### config.mk
export PLATFORM = sky130hd
export DESIGN_NAME = npc_sim_ctrl
export DESIGN_NICKNAME = d
export VERILOG_FILES = /design/src/rtl/npc_sim_pkg.sv /design/src/rtl/npc_sim_wdog.sv /design/src/rtl/npc_sim_ctrl.sv
export SDC_FILE = /design/constraint.sdc
export NUM_CORES = 1
export LEC_CHECK = 0
export CAP_MARGIN = 20
export CORE_AREA = 2 2 104 206
export DETAILED_ROUTE_END_ITERATION = 8
export DIE_AREA = 0 0 106 208
export HOLD_SLACK_MARGIN = 0.08
export PLACE_DENSITY = 0.79
export SLEW_MARGIN = 20
export SYNTH_ARGS = -nofsm -noshare
export SYNTH_HDL_FRONTEND = slang
export SYNTH_SLANG_ARGS = --single-unit
### constraint.sdc
create_clock -name clock -period 2 [get_ports clock]
set_input_delay 0.4 -clock clock [delete_from_list [all_inputs] [get_ports clock]]
set_output_delay 0.4 -clock clock [all_outputs]
set_load 0.01 [all_outputs]
### src/rtl/npc_sim_pkg.sv
// Shared types and constants for the NPC retirement-side simulation controller.
package npc_sim_pkg;

  typedef enum logic [1:0] {
    SIM_RUN,
    SIM_DRAIN,
    SIM_HALT
  } sim_state_e;

  localparam logic [31:0] EBREAK_INST = 32'h0010_0073;
  localparam logic [31:0] EXIT_WDOG   = 32'hFFFF_FFFF;

endpackage

### src/rtl/npc_sim_wdog.sv
// Commit-stall watchdog: down-counter reloaded on clear, expires when LIMIT
// consecutive enabled cycles pass without a clear. LIMIT == 0 disables it.
module npc_sim_wdog #(
  parameter int unsigned LIMIT = 1_000_000
) (
  input  logic clk,
  input  logic rst_n,
  input  logic i_clear,
  input  logic i_enable,
  output logic o_expire
);

  localparam int unsigned W = (LIMIT > 1) ? $clog2(LIMIT + 1) : 1;
  localparam logic [W-1:0] LOAD = W'(LIMIT);

  logic [W-1:0] r_count;

  // NOTE: sequential state uses non-blocking assignments so every flop
  // samples the pre-edge values of its neighbours.
  always_ff @(posedge clk or negedge rst_n) begin
    if (!rst_n) begin
      r_count <= LOAD;
    end else if (i_clear) begin
      r_count <= LOAD;
    end else if (i_enable && (r_count > W'(1))) begin
      r_count <= r_count - W'(1);
    end
  end

  // A clear on the expiring cycle wins, so a last-moment retire keeps the core alive.
  assign o_expire = (LIMIT != 0) && i_enable && !i_clear && (r_count == W'(1));

endmodule

### src/rtl/npc_sim_ctrl.sv
// Retirement-side simulation controller: accepts WBU commits, pulses io_sync,
// ends simulation on ebreak (after LSU drain) or on a commit-stall watchdog.
module npc_sim_ctrl
  import npc_sim_pkg::*;
#(
  parameter int unsigned XLEN        = 32,
  parameter int unsigned CNT_W       = 64,
  parameter int unsigned WDOG_CYCLES = 1_000_000,
  parameter logic [31:0] EBREAK_INST = npc_sim_pkg::EBREAK_INST
) (
  input  logic             clock,
  input  logic             reset,
  input  logic             commit_valid,
  output logic             commit_ready,
  input  logic [XLEN-1:0]  commit_pc,
  input  logic [31:0]      commit_inst,
  input  logic [XLEN-1:0]  commit_a0,
  input  logic             lsu_busy,
  output logic             halt_req,
  output logic             io_sync,
  output logic             io_simEnd,
  output logic [XLEN-1:0]  exit_code,
  output logic             good_trap,
  output logic [CNT_W-1:0] cycle_cnt,
  output logic [CNT_W-1:0] instret_cnt
);

  sim_state_e r_state;
  sim_state_e w_next_state;

  logic             r_sync;
  logic [XLEN-1:0]  r_exit_code;
  logic             r_wdog_fired;
  logic             r_good_trap;
  logic [CNT_W-1:0] r_cycle_cnt;
  logic [CNT_W-1:0] r_instret_cnt;

  logic             w_retire;
  logic             w_is_ebreak;
  logic             w_wdog_expire;
  logic [XLEN-1:0]  w_exit_next;
  logic             w_fired_next;

  // The PC is carried on the commit bus for tracing only.
  logic w_unused_pc;
  assign w_unused_pc = ^commit_pc;

  assign w_retire    = commit_valid && commit_ready;
  assign w_is_ebreak = (commit_inst == EBREAK_INST);

  npc_sim_wdog #(
    .LIMIT(WDOG_CYCLES)
  ) u_wdog (
    .clk      (clock),
    .rst_n    (reset),
    .i_clear  (w_retire),
    .i_enable ((r_state == SIM_RUN) && !w_retire),
    .o_expire (w_wdog_expire)
  );

  always_ff @(posedge clock or negedge reset) begin
    if (!reset) r_state <= SIM_RUN;
    else        r_state <= w_next_state;
  end

  // NOTE: every signal driven here gets a default first, so no path leaves
  // it unassigned and no latch is inferred.
  always_comb begin
    w_next_state = r_state;
    w_exit_next  = r_exit_code;
    w_fired_next = r_wdog_fired;
    unique case (r_state)
      SIM_RUN: begin
        if (w_retire && w_is_ebreak) begin
          w_exit_next  = commit_a0;
          w_next_state = lsu_busy ? SIM_DRAIN : SIM_HALT;
        end else if (w_wdog_expire) begin
          w_exit_next  = XLEN'(EXIT_WDOG);
          w_fired_next = 1'b1;
          w_next_state = SIM_HALT;
        end
      end
      SIM_DRAIN: begin
        if (!lsu_busy) w_next_state = SIM_HALT;
      end
      SIM_HALT: w_next_state = SIM_HALT;
      default:  w_next_state = SIM_RUN;
    endcase
  end

  always_ff @(posedge clock or negedge reset) begin
    if (!reset) begin
      r_sync        <= 1'b0;
      r_exit_code   <= '0;
      r_wdog_fired  <= 1'b0;
      r_good_trap   <= 1'b0;
      r_cycle_cnt   <= '0;
      r_instret_cnt <= '0;
    end else begin
      // io_sync pulses once per retire and is pinned high once halted.
      r_sync       <= w_retire || (w_next_state == SIM_HALT);
      r_exit_code  <= w_exit_next;
      r_wdog_fired <= w_fired_next;
      r_good_trap  <= (w_next_state == SIM_HALT) && (w_exit_next == '0) && !w_fired_next;
      if (r_state != SIM_HALT) r_cycle_cnt <= r_cycle_cnt + CNT_W'(1);
      if (w_retire)            r_instret_cnt <= r_instret_cnt + CNT_W'(1);
    end
  end

  assign commit_ready = (r_state == SIM_RUN);
  assign halt_req     = (r_state != SIM_RUN);
  assign io_simEnd    = (r_state == SIM_HALT);
  assign io_sync      = r_sync;
  assign exit_code    = r_exit_code;
  assign good_trap    = r_good_trap;
  assign cycle_cnt    = r_cycle_cnt;
  assign instret_cnt  = r_instret_cnt;

endmodule
* After elaboration in Yosys (flattened, before gate mapping)
Index checks and enable logic that the tools add are counted.
** Word-level totals
- Flip-flop bits (word level) :: 185
- Output and inout port bits :: 165
- Logic and storage cells :: 46
** Cells by class
- Add/sub/neg operators :: 3
- Order comparisons :: 1
- Equal/unequal tests :: 6
- Multiplexer cells :: 13
- Reduce and logical (&&, ||, !) cells :: 15
** Operator list (number)
- 64-bit by 1-bit adder with 64-bit output, second input constant :: 2
- 32-bit two-way mux :: 3
- 20-bit two-way mux :: 2
- 32-bit by 21-bit equality test with 1-bit output, second input constant :: 1
- 32-bit logical NOT :: 1
- 20-bit by 1-bit equality test with 1-bit output, second input constant :: 1
- 20-bit by 1-bit greater-than comparator with 1-bit output, second input constant :: 1
- 20-bit by 1-bit subtractor with 20-bit output, second input constant :: 1
- 1-bit logical AND :: 8
- 2-bit two-way mux :: 4
- 2-bit one-hot mux with 3 select lines :: 1
- 2-bit equality test, second input constant :: 2
- 2-bit nonzero test :: 2
- 1-bit two-way mux :: 3
- 2-bit by 1-bit equality test with 1-bit output, second input constant :: 1
- 1-bit logical NOT :: 2
- 2-bit logical NOT :: 1
- 2-bit != test, second input constant :: 1
- 1-bit logical OR :: 1

* Depth between registers and ports, before layout
Gate-level depths: netlist of the first run.
- Word-level depth :: 12
- Mapped depth :: 8

* Cells and area by module
Synthesis of the first run repeated with hierarchy kept, for this count alone.
** Unflattened totals
- Cell total of the unflattened synthesis :: 884
- Area total of the unflattened synthesis :: 8989.9 um^2
** Modules (own cells, without submodules)
- npc_sim_ctrl :: times used 1, cells each 760, area an instance 7836.3 um^2
- npc_sim_wdog :: times used 1, cells each 124, area an instance 1153.6 um^2

* Least setup slack after synthesis of the first run
OpenSTA, ideal clock, no wires.
- Kind :: register to register
- Start point :: register r_instret_cnt[11] (netlist: instret_cnt[11])
- End point :: register r_instret_cnt[61] (netlist: instret_cnt[61])
- Library setup time :: 0.125 ns
- Data arrival time :: 2.074 ns
- Data required time :: 1.875 ns
- Path slack :: -0.200 ns
- Cell stages (with the launch flop) :: 8
- Period minus slack after synthesis :: 2.200 ns
- Path through :: dfrtp_1 nand4_1 or4_4 nor4_2 and4_1 buf_4 nand4_1 xnor2_1
** Between the ends
- Word-level cells in the longest chain between the ends :: 1
** Ends and longest elaborated chain
- start, declared :: line npc_sim_ctrl.sv:36 : logic [CNT_W-1:0] r_instret_cnt;
- start signal, assigned :: line npc_sim_ctrl.sv:106 : if (w_retire) r_instret_cnt <= r_instret_cnt + CNT_W'(1);
- 64-bit by 1-bit adder with 64-bit output :: line npc_sim_ctrl.sv:106
Every way passes these cells.
A chain may end at the register's enable or synchronous reset.

* Worst setup path in the final report of the first run
- Start point :: register r_instret_cnt[19] (netlist: instret_cnt[19])
- End point :: register r_instret_cnt[38] (netlist: instret_cnt[38])
Same word-level chain as after synthesis.

==> flow_metrics.py, run 1 <==
metrics = {
    "clock_tree": {
        "clk_pin_slew_ns": 0.07,
        "clockRootBuffer": "clkbuf_16",
        "h-tree-depth": 4,
        "cts_buffers": 17,
        "cts_tree": "yes",
        "cts_buffer_depth": 2,
        "clk_latency_ns": 0.43,
        "clock_sinks": 185,
    },
    "setup_path": {
        "r2r-end": "instret_cnt[38]",
        "r2r_start": "instret_cnt[19]",
        "crit_required_ns": 2.30,
        "reg2reg_depth": 9,
        "endpoint_kind": "flop",
        "worstPathArrival_ns": 2.42,
        "worst-path-max-fanout": 4,
        "reg2reg_slack_ns": -0.12,
        "path_class": "reg2reg",
        "start_kind": "flop",
    },
    "grt": {
        "grt_pass1_wl_mm": 40.2,
        "grt_max_degree": 80,
        "grt_overflow_total": 0,
        "antenna_found_initial": 0,
        "grtUsageTotal": 0.230,
        "first_global_vias": 8219,
    },
    "power": {
        "p_clk_frac": 0.398,
        "p_leak_nw": 6.18,
        "intPower_mw": 6.74,
        "swShare": 0.250,
        "peakVddDrop_uv": 463,
        "power_frac_seq": 0.459,
        "p_per_area_nw_per_um2": 652,
        "power_frac_comb": 0.143,
        "p_sw_mw": 2.24,
    },
    "place": {
        "post-dp-hpwl_mm": 18.2,
        "place_congestion": 0.895,
        "dp_slack_ns": -0.527,
        "dp.cells": 1433,
        "numPortBuffers": 232,
    },
    "sta": {
        "setup_viol": 37,
        "fin_setup_tns_ns": -1.95,
        "relSlewSlack": 0.606,
        "fin_ws_ns": -0.115,
        "rsz0062_at_grt": "true",
        "final.min_clock_period_ns": 2.12,
        "fin_skew_ns": 0.0116,
        "max_freq_mhz": 473,
        "finalHoldViolCount": 0,
        "max_slew.worst_pin.slew_ns": 0.585,
        "finalCritPeriodShare": 1.06,
        "finalMaxSlewViolations": 0,
    },
    "detailed_routing": {
        "drc_errors": 0,
        "routedWlPerCell_um": 17.2,
        "via_per_inst": 5.22,
        "first_pass_iters": 4,
        "final_antenna_net_count": 0,
        "postRouteWirelength_mm": 25.8,
        "vias": 7823,
        "drtIter0Drc": 300,
    },
    "logic_synthesis": {
        "synthFlopType": "dfrtp_1",
        "yosys.cell_types.count": 42,
        "synthCells": 812,
        "synthArstFlopShare": 1.00,
        "syn_area_um2": 8410,
        "synth_top_family_by_area": "simple AND/OR/NAND/NOR gates",
        "synth_simple_gate_area_share": 0.264,
        "avgSynthCellArea_um2": 10.4,
        "ys_seq_area_frac": 0.552,
        "synth-edff-count": 0,
        "synth.area.mux_share": 0,
        "synthAdderAreaFrac": 0.00595,
        "synth_xor_area_frac": 0.141,
        "ys_seq_elements": 185,
        "synthesis.nets": 916,
        "synth_compound_area_frac": 0.0217,
        "yosysWarningCount": 0,
    },
    "die": {
        "die_area_um2": 22000,
        "ios": 265,
        "coreArea_um2": 20500,
        "initial_core_util": 0.411,
        "rows": 74,
        "die_h_um": 208,
        "die_x_um": 106,
    },
    "worst_hold_path": {
        "min-delay-path-class": "in2async",
    },
    "layout": {
        "drive_gt1_frac": 0.251,
        "fin_nets": 1325,
        "fillCellCount": 1490,
        "antennaDiodeCount": 0,
        "finalNonFillerCells": 1499,
        "syn_to_final_growth_pct": 63.8,
    },
    "run_status": {
        "status": "complete, but fails checks",
        "violations": "negative setup slack",
    },
    "run": {
        "drv_cap": 0,
    },
}
## metrics by stage
stage,utilization,area [µm²],hold WS [ns],power [mW]
final,0.673,13800,0.364,8.98
after global routing,0.673,13800,0.380,9.36
after CTS,0.647,13200,0.353,8.92
after detailed placement,0.596,12200,0.240,5.30
after global placement,0.596,12200,0.241,5.27
after floorplan,-,8510,0.104,4.53
## kinds of logic after synthesis
logic type                 after synthesis
AOI/OAI and AO/OA                       27
DFF                                    185
xor gates and xnor gates               135
adders and majority gates                4
and+or+nand+nor                        427
buffers and inverters                   34
## synth_stat cells (2+ instances only)
cell type / instances / area (µm²)
inv_1: 18 / 67.6
nand3_1: 50 / 250
dfrtp_1: 178 / 4450
or3_1: 6 / 37.5
and4_1: 6 / 52.6
and3_1: 20 / 125
ha_1: 4 / 50.1
o211ai_1: 5 / 37.5
nor4_1: 27 / 169
xnor2_1: 90 / 788
or2_2: 5 / 31.3
nor3_4: 2 / 32.5
o21ai_0: 7 / 35.0
and2_1: 3 / 18.8
nand2b_1: 4 / 25.0
o31ai_1: 5 / 37.5
nor4b_1: 2 / 17.5
o311ai_1: 2 / 17.5
o2111ai_1: 2 / 17.5
nor4bb_1: 2 / 20.0
dfstp_2: 7 / 184
nand4_1: 43 / 269
xor2_1: 45 / 394
nor3_2: 5 / 50.1
or4_1: 6 / 45.0
nand2_1: 67 / 251
nor3_1: 50 / 250
a21oi_1: 4 / 20.0
nor4_2: 3 / 37.5
buf_2: 5 / 25.0
nor2_1: 119 / 447
clkbuf_1: 10 / 37.5
## flip-flops by register name (all words and copies together), names as in the netlist
| register | count |
|---|---|
| cycle_cnt | 64 |
| exit_code | 32 |
| good_trap | 1 |
| instret_cnt | 64 |
| io_sync | 1 |
| r_state | 2 |
| r_wdog_fired | 1 |
| u_wdog.r_count | 20 |
## cell type report
cell class              count  area [µm²]  area share
well taps                 266         333      0.0242
repair buffers            406        3870       0.281
clock buffers              21         450      0.0327
inverters                  18        67.6     0.00491
multi-input cells         593        4240       0.308
clock inverters            10         169      0.0123
flip-flops and latches    185        4650       0.337
## worst max-delay path by stage
stage                       to             from
2_1_floorplan  instret_cnt[61]  instret_cnt[21]
3_3_place_gp         good_trap   commit_inst[6]
3_5_place_dp         good_trap   commit_inst[6]
4_1_cts        instret_cnt[57]  instret_cnt[20]
5_1_grt        instret_cnt[51]  instret_cnt[20]
6_report       instret_cnt[38]  instret_cnt[19]
## worst max-delay path, stage by stage, from the launching register on
cell	delay, ns
dfrtp_1	0.35
nand4_1	0.10
or4_4	0.58
buf_6	0.14
nor3_4	0.19
buf_6	0.15
buf_6	0.11
buf_6	0.13
nand3_4	0.08
xnor2_2	0.15
## layer usage
layer  up-vias  wire, µm  share of wire  global-route usage
li1       3643         -              -                   -
met1      3869      8850           0.34               0.227
met2       249     15000           0.58               0.444
met3        62      1060          0.041              0.0476
met4         0       962          0.037               0.113
met5         -         0              0                   0
## what timing repair did
action / 4_1_cts / 5_1_grt
setup buffers: 13 / 17
gates resized for setup: 63 / 63
hold endpoints to repair: 12 / 0
pin swaps: 32 / 51
cloned: 2 / 3
endpoints found under the setup margin: 84 / 115
hold buffers: 1 / 0
## placed cells by master (no fill, tap or decap), types with 4 or more instances in the layout
master           netlist  layout
o31ai_1                5       4
buf_6                  0      23
nand3_1               50      41
nand4_1               43      43
nand3_2                0       6
or4_1                  6       4
bufinv_16              0       4
or3_1                  6       4
dfrtp_1              178     171
nand2_1               67      63
dfstp_2                7       7
clkdlybuf4s50_1        0     228
and3_1                20      18
nor3_1                50      35
clkbuf_16              0      19
nor3_2                 5      14
nor2_1               119     104
buf_12                 0       6
xor2_1                45      45
o21ai_0                7       6
o211ai_1               5       5
dfrtp_2                0       7
nor4_1                27      20
xnor2_1               90      88
buf_4                  1     139
inv_1                 18      18
nor2_4                 0      12
nor4_4                 1       9
nor3_4                 2       8
## power by group through the flow
stage | logic, mW | registers (mW) | clock network (mW)
detailed placement | 1.15 | 4.14 | 0
global route | 1.41 | 4.14 | 3.81
floorplan | 0.326 | 4.21 | 0
global placement | 1.13 | 4.13 | 0
finish | 1.29 | 4.12 | 3.58
CTS | 1.19 | 4.08 | 3.64
(Power assumes the default switching activity.)
==> run 2, diff against run 1 <==
Settings changed: GPL_ROUTABILITY_DRIVEN set to 0, TNS_END_PERCENT set to 5.
==> run 2 against run 1 <==
Effect of this change: the run still ends with negative setup slack left; critical path type unchanged; combinational power is essentially flat; sequential share of layout area grew 1.6 points; clock skew shrank 0.0014 ns; total power shrank 2.8%.
==> flow_metrics.py, run 2 (synthesis results as in run 1) <==
metrics = {
    "layout": {
        "antennaDiodeCount": 0,
        "final_common_cell": "clkdlybuf4s50_1",
        "fin_area_um2": 13100,
        "finalNonFillerCells": 1489,
        "drive_gt1_frac": 0.215,
        "fillCellCount": 1605,
        "syn_to_final_growth_pct": 56.3,
        "final_cell_mix": "227 x clkdlybuf4s50_1, 173 x dfrtp_1, 150 x buf_4, 111 x nor2_1, 90 x xnor2_1",
        "fin_nets": 1314,
    },
    "sta": {
        "setup_viol": 26,
        "finalHoldViolCount": 0,
        "finalMaxSlewViolations": 0,
        "holdWs_ns": 0.453,
        "fin_ws_ns": -0.145,
        "final.min_clock_period_ns": 2.14,
        "rsz0062_at_grt": "true",
        "max_freq_mhz": 466,
        "relSlewSlack": 0.680,
        "finalCritPeriodShare": 1.07,
        "max_slew.worst_pin.slew_ns": 0.475,
        "fin_setup_tns_ns": -1.57,
        "fin_skew_ns": 0.0102,
    },
    "setup_path": {
        "worstPathArrival_ns": 2.50,
        "endpoint_kind": "flop",
        "r2r-end": "instret_cnt[61]",
        "cp-startpoint": "instret_cnt[19]",
        "path_class": "reg2reg",
        "crit_required_ns": 2.35,
        "start_kind": "flop",
        "worst-path-max-fanout": 9,
        "reg2reg_slack_ns": -0.14,
        "r2r_start": "instret_cnt[19]",
        "reg2reg_depth": 7,
        "critPathCapture": "instret_cnt[61]",
    },
    "grt": {
        "grtUsageTotal": 0.229,
        "grt_max_degree": 50,
        "grt_pass1_wl_mm": 40.2,
        "first_global_vias": 8192,
        "grt_overflow_total": 0,
        "antenna_found_initial": 0,
    },
    "die": {
        "rows": 74,
        "coreArea_um2": 20500,
        "die_h_um": 208,
        "ios": 265,
        "die_area_um2": 22000,
        "die_x_um": 106,
        "initial_core_util": 0.411,
    },
    "clock_tree": {
        "clk_latency_ns": 0.44,
        "clk_pin_slew_ns": 0.07,
        "cts_tree": "yes",
        "h-tree-depth": 4,
        "clock_sinks": 185,
        "cts_buffers": 17,
        "clockRootBuffer": "clkbuf_16",
        "cts_buffer_depth": 2,
    },
    "power": {
        "swShare": 0.249,
        "peakVddDrop_uv": 501,
        "intPower_mw": 6.56,
        "p_sw_mw": 2.17,
        "p_leak_nw": 5.94,
        "power_frac_seq": 0.465,
        "power_mw": 8.73,
        "power_frac_comb": 0.149,
        "p_clk_frac": 0.386,
        "p_per_area_nw_per_um2": 664,
    },
    "worst_hold_path": {
        "min_from": "r_wdog_fired",
        "min-delay-path-class": "reg2reg",
    },
    "detailed_routing": {
        "highest_layer": "met4",
        "routedWlPerCell_um": 16.3,
        "via_per_inst": 5.15,
        "postRouteWirelength_mm": 24.3,
        "drtIter0Drc": 246,
        "met1_length_mm": 8.58,
        "drc_errors": 0,
        "first_pass_iters": 4,
        "dr_wl_met3_mm": 1.17,
        "vias": 7669,
        "met2WireLength_mm": 13.6,
        "final_antenna_net_count": 0,
    },
    "place": {
        "numPortBuffers": 232,
        "post-dp-hpwl_mm": 18.5,
        "dp.cells": 1455,
        "dpl_cell_area_um2": 12300,
    },
    "run_status": {
        "status": "complete, but fails checks",
        "violations": "negative setup slack",
    },
    "run": {
        "drv_cap": 0,
    },
}
==> run 2: cell types whose count changed in the layout (fill, tap and decap cells not counted), moves of 5 or more <==
cell / delta
nand3_1: +6
nor3_2: -5
buf_6: -16
nor3_1: +8
clkbuf_8: +5
buf_4: +11
nor2_1: +7
nor4_4: -7
nor2_4: -8
==> run 2: cell type report <==
| class | count | area, µm² | area share |
|---|---|---|---|
| Sequential cell | 185 | 4640 | 0.353 |
| Multi-Input combinational cell | 593 | 3860 | 0.294 |
| Timing Repair Buffer | 395 | 3650 | 0.277 |
| Clock buffer | 24 | 512 | 0.0389 |
| Tap cell | 266 | 333 | 0.0253 |
| Clock inverter | 8 | 83.8 | 0.00638 |
| Inverter | 18 | 67.6 | 0.00514 |
==> run 2: through the flow <==
stage	worst slack [ns]	util
after floorplan	-0.109	-
after global placement	-0.515	0.601
after detailed placement	-0.532	0.601
after CTS	-0.129	0.635
after global routing	-0.292	0.642
final	-0.145	0.642
==> run 2: worst min-delay path by stage <==
| stage | end | slack, ns | depth (start not counted) |
|---|---|---|---|
| 2_1_floorplan | cycle_cnt[0] | 0.10 | 0 |
| 3_3_place_gp | instret_cnt[7] | 0.36 | 1 |
| 3_5_place_dp | instret_cnt[7] | 0.36 | 1 |
| 4_1_cts | instret_cnt[7] | 0.46 | 2 |
| 5_1_grt | r_wdog_fired | 0.47 | 1 |
| 6_report | r_wdog_fired | 0.45 | 1 |
==> run 2: repair_timing <==
action	4_1_cts	5_1_grt
endpoints found under the hold margin	32	0
resized for setup	24	36
hold buffers	1	0
setup buffers	1	0
setup endpoints to repair	99	126
pin swaps	9	21
==> run 2: critical path: stages (launching register included) <==
cell	delay [ns]
dfrtp_1	0.36
nand4_1	0.10
or4_4	0.58
nor4_4	0.33
and4_1	0.24
buf_6	0.13
nand4_1	0.12
xnor2_1	0.20
==> run 2: per-layer routing <==
layer,vias to the layer above,global-route usage
met5,-,0
met4,0,0.100
met3,56,0.0551
met2,251,0.433
met1,3737,0.233
li1,3625,-
==> run 2: power by group through the flow <==
stage          clock, mW  combinational [mW]  sequential [mW]
4_1_cts             3.45                1.27             4.06
5_1_grt             3.62                1.43             4.09
3_5_place_dp           0                1.25             4.13
6_report            3.37                1.30             4.06
2_1_floorplan          0               0.319             4.21
3_3_place_gp           0                1.23             4.12
==> run 3, diff against run 2 <==
Settings changed: CAP_MARGIN 20 to not set.
==> results of run 3 <==
Same layout as run 2: the final DEF is identical, and so are final timing and power.
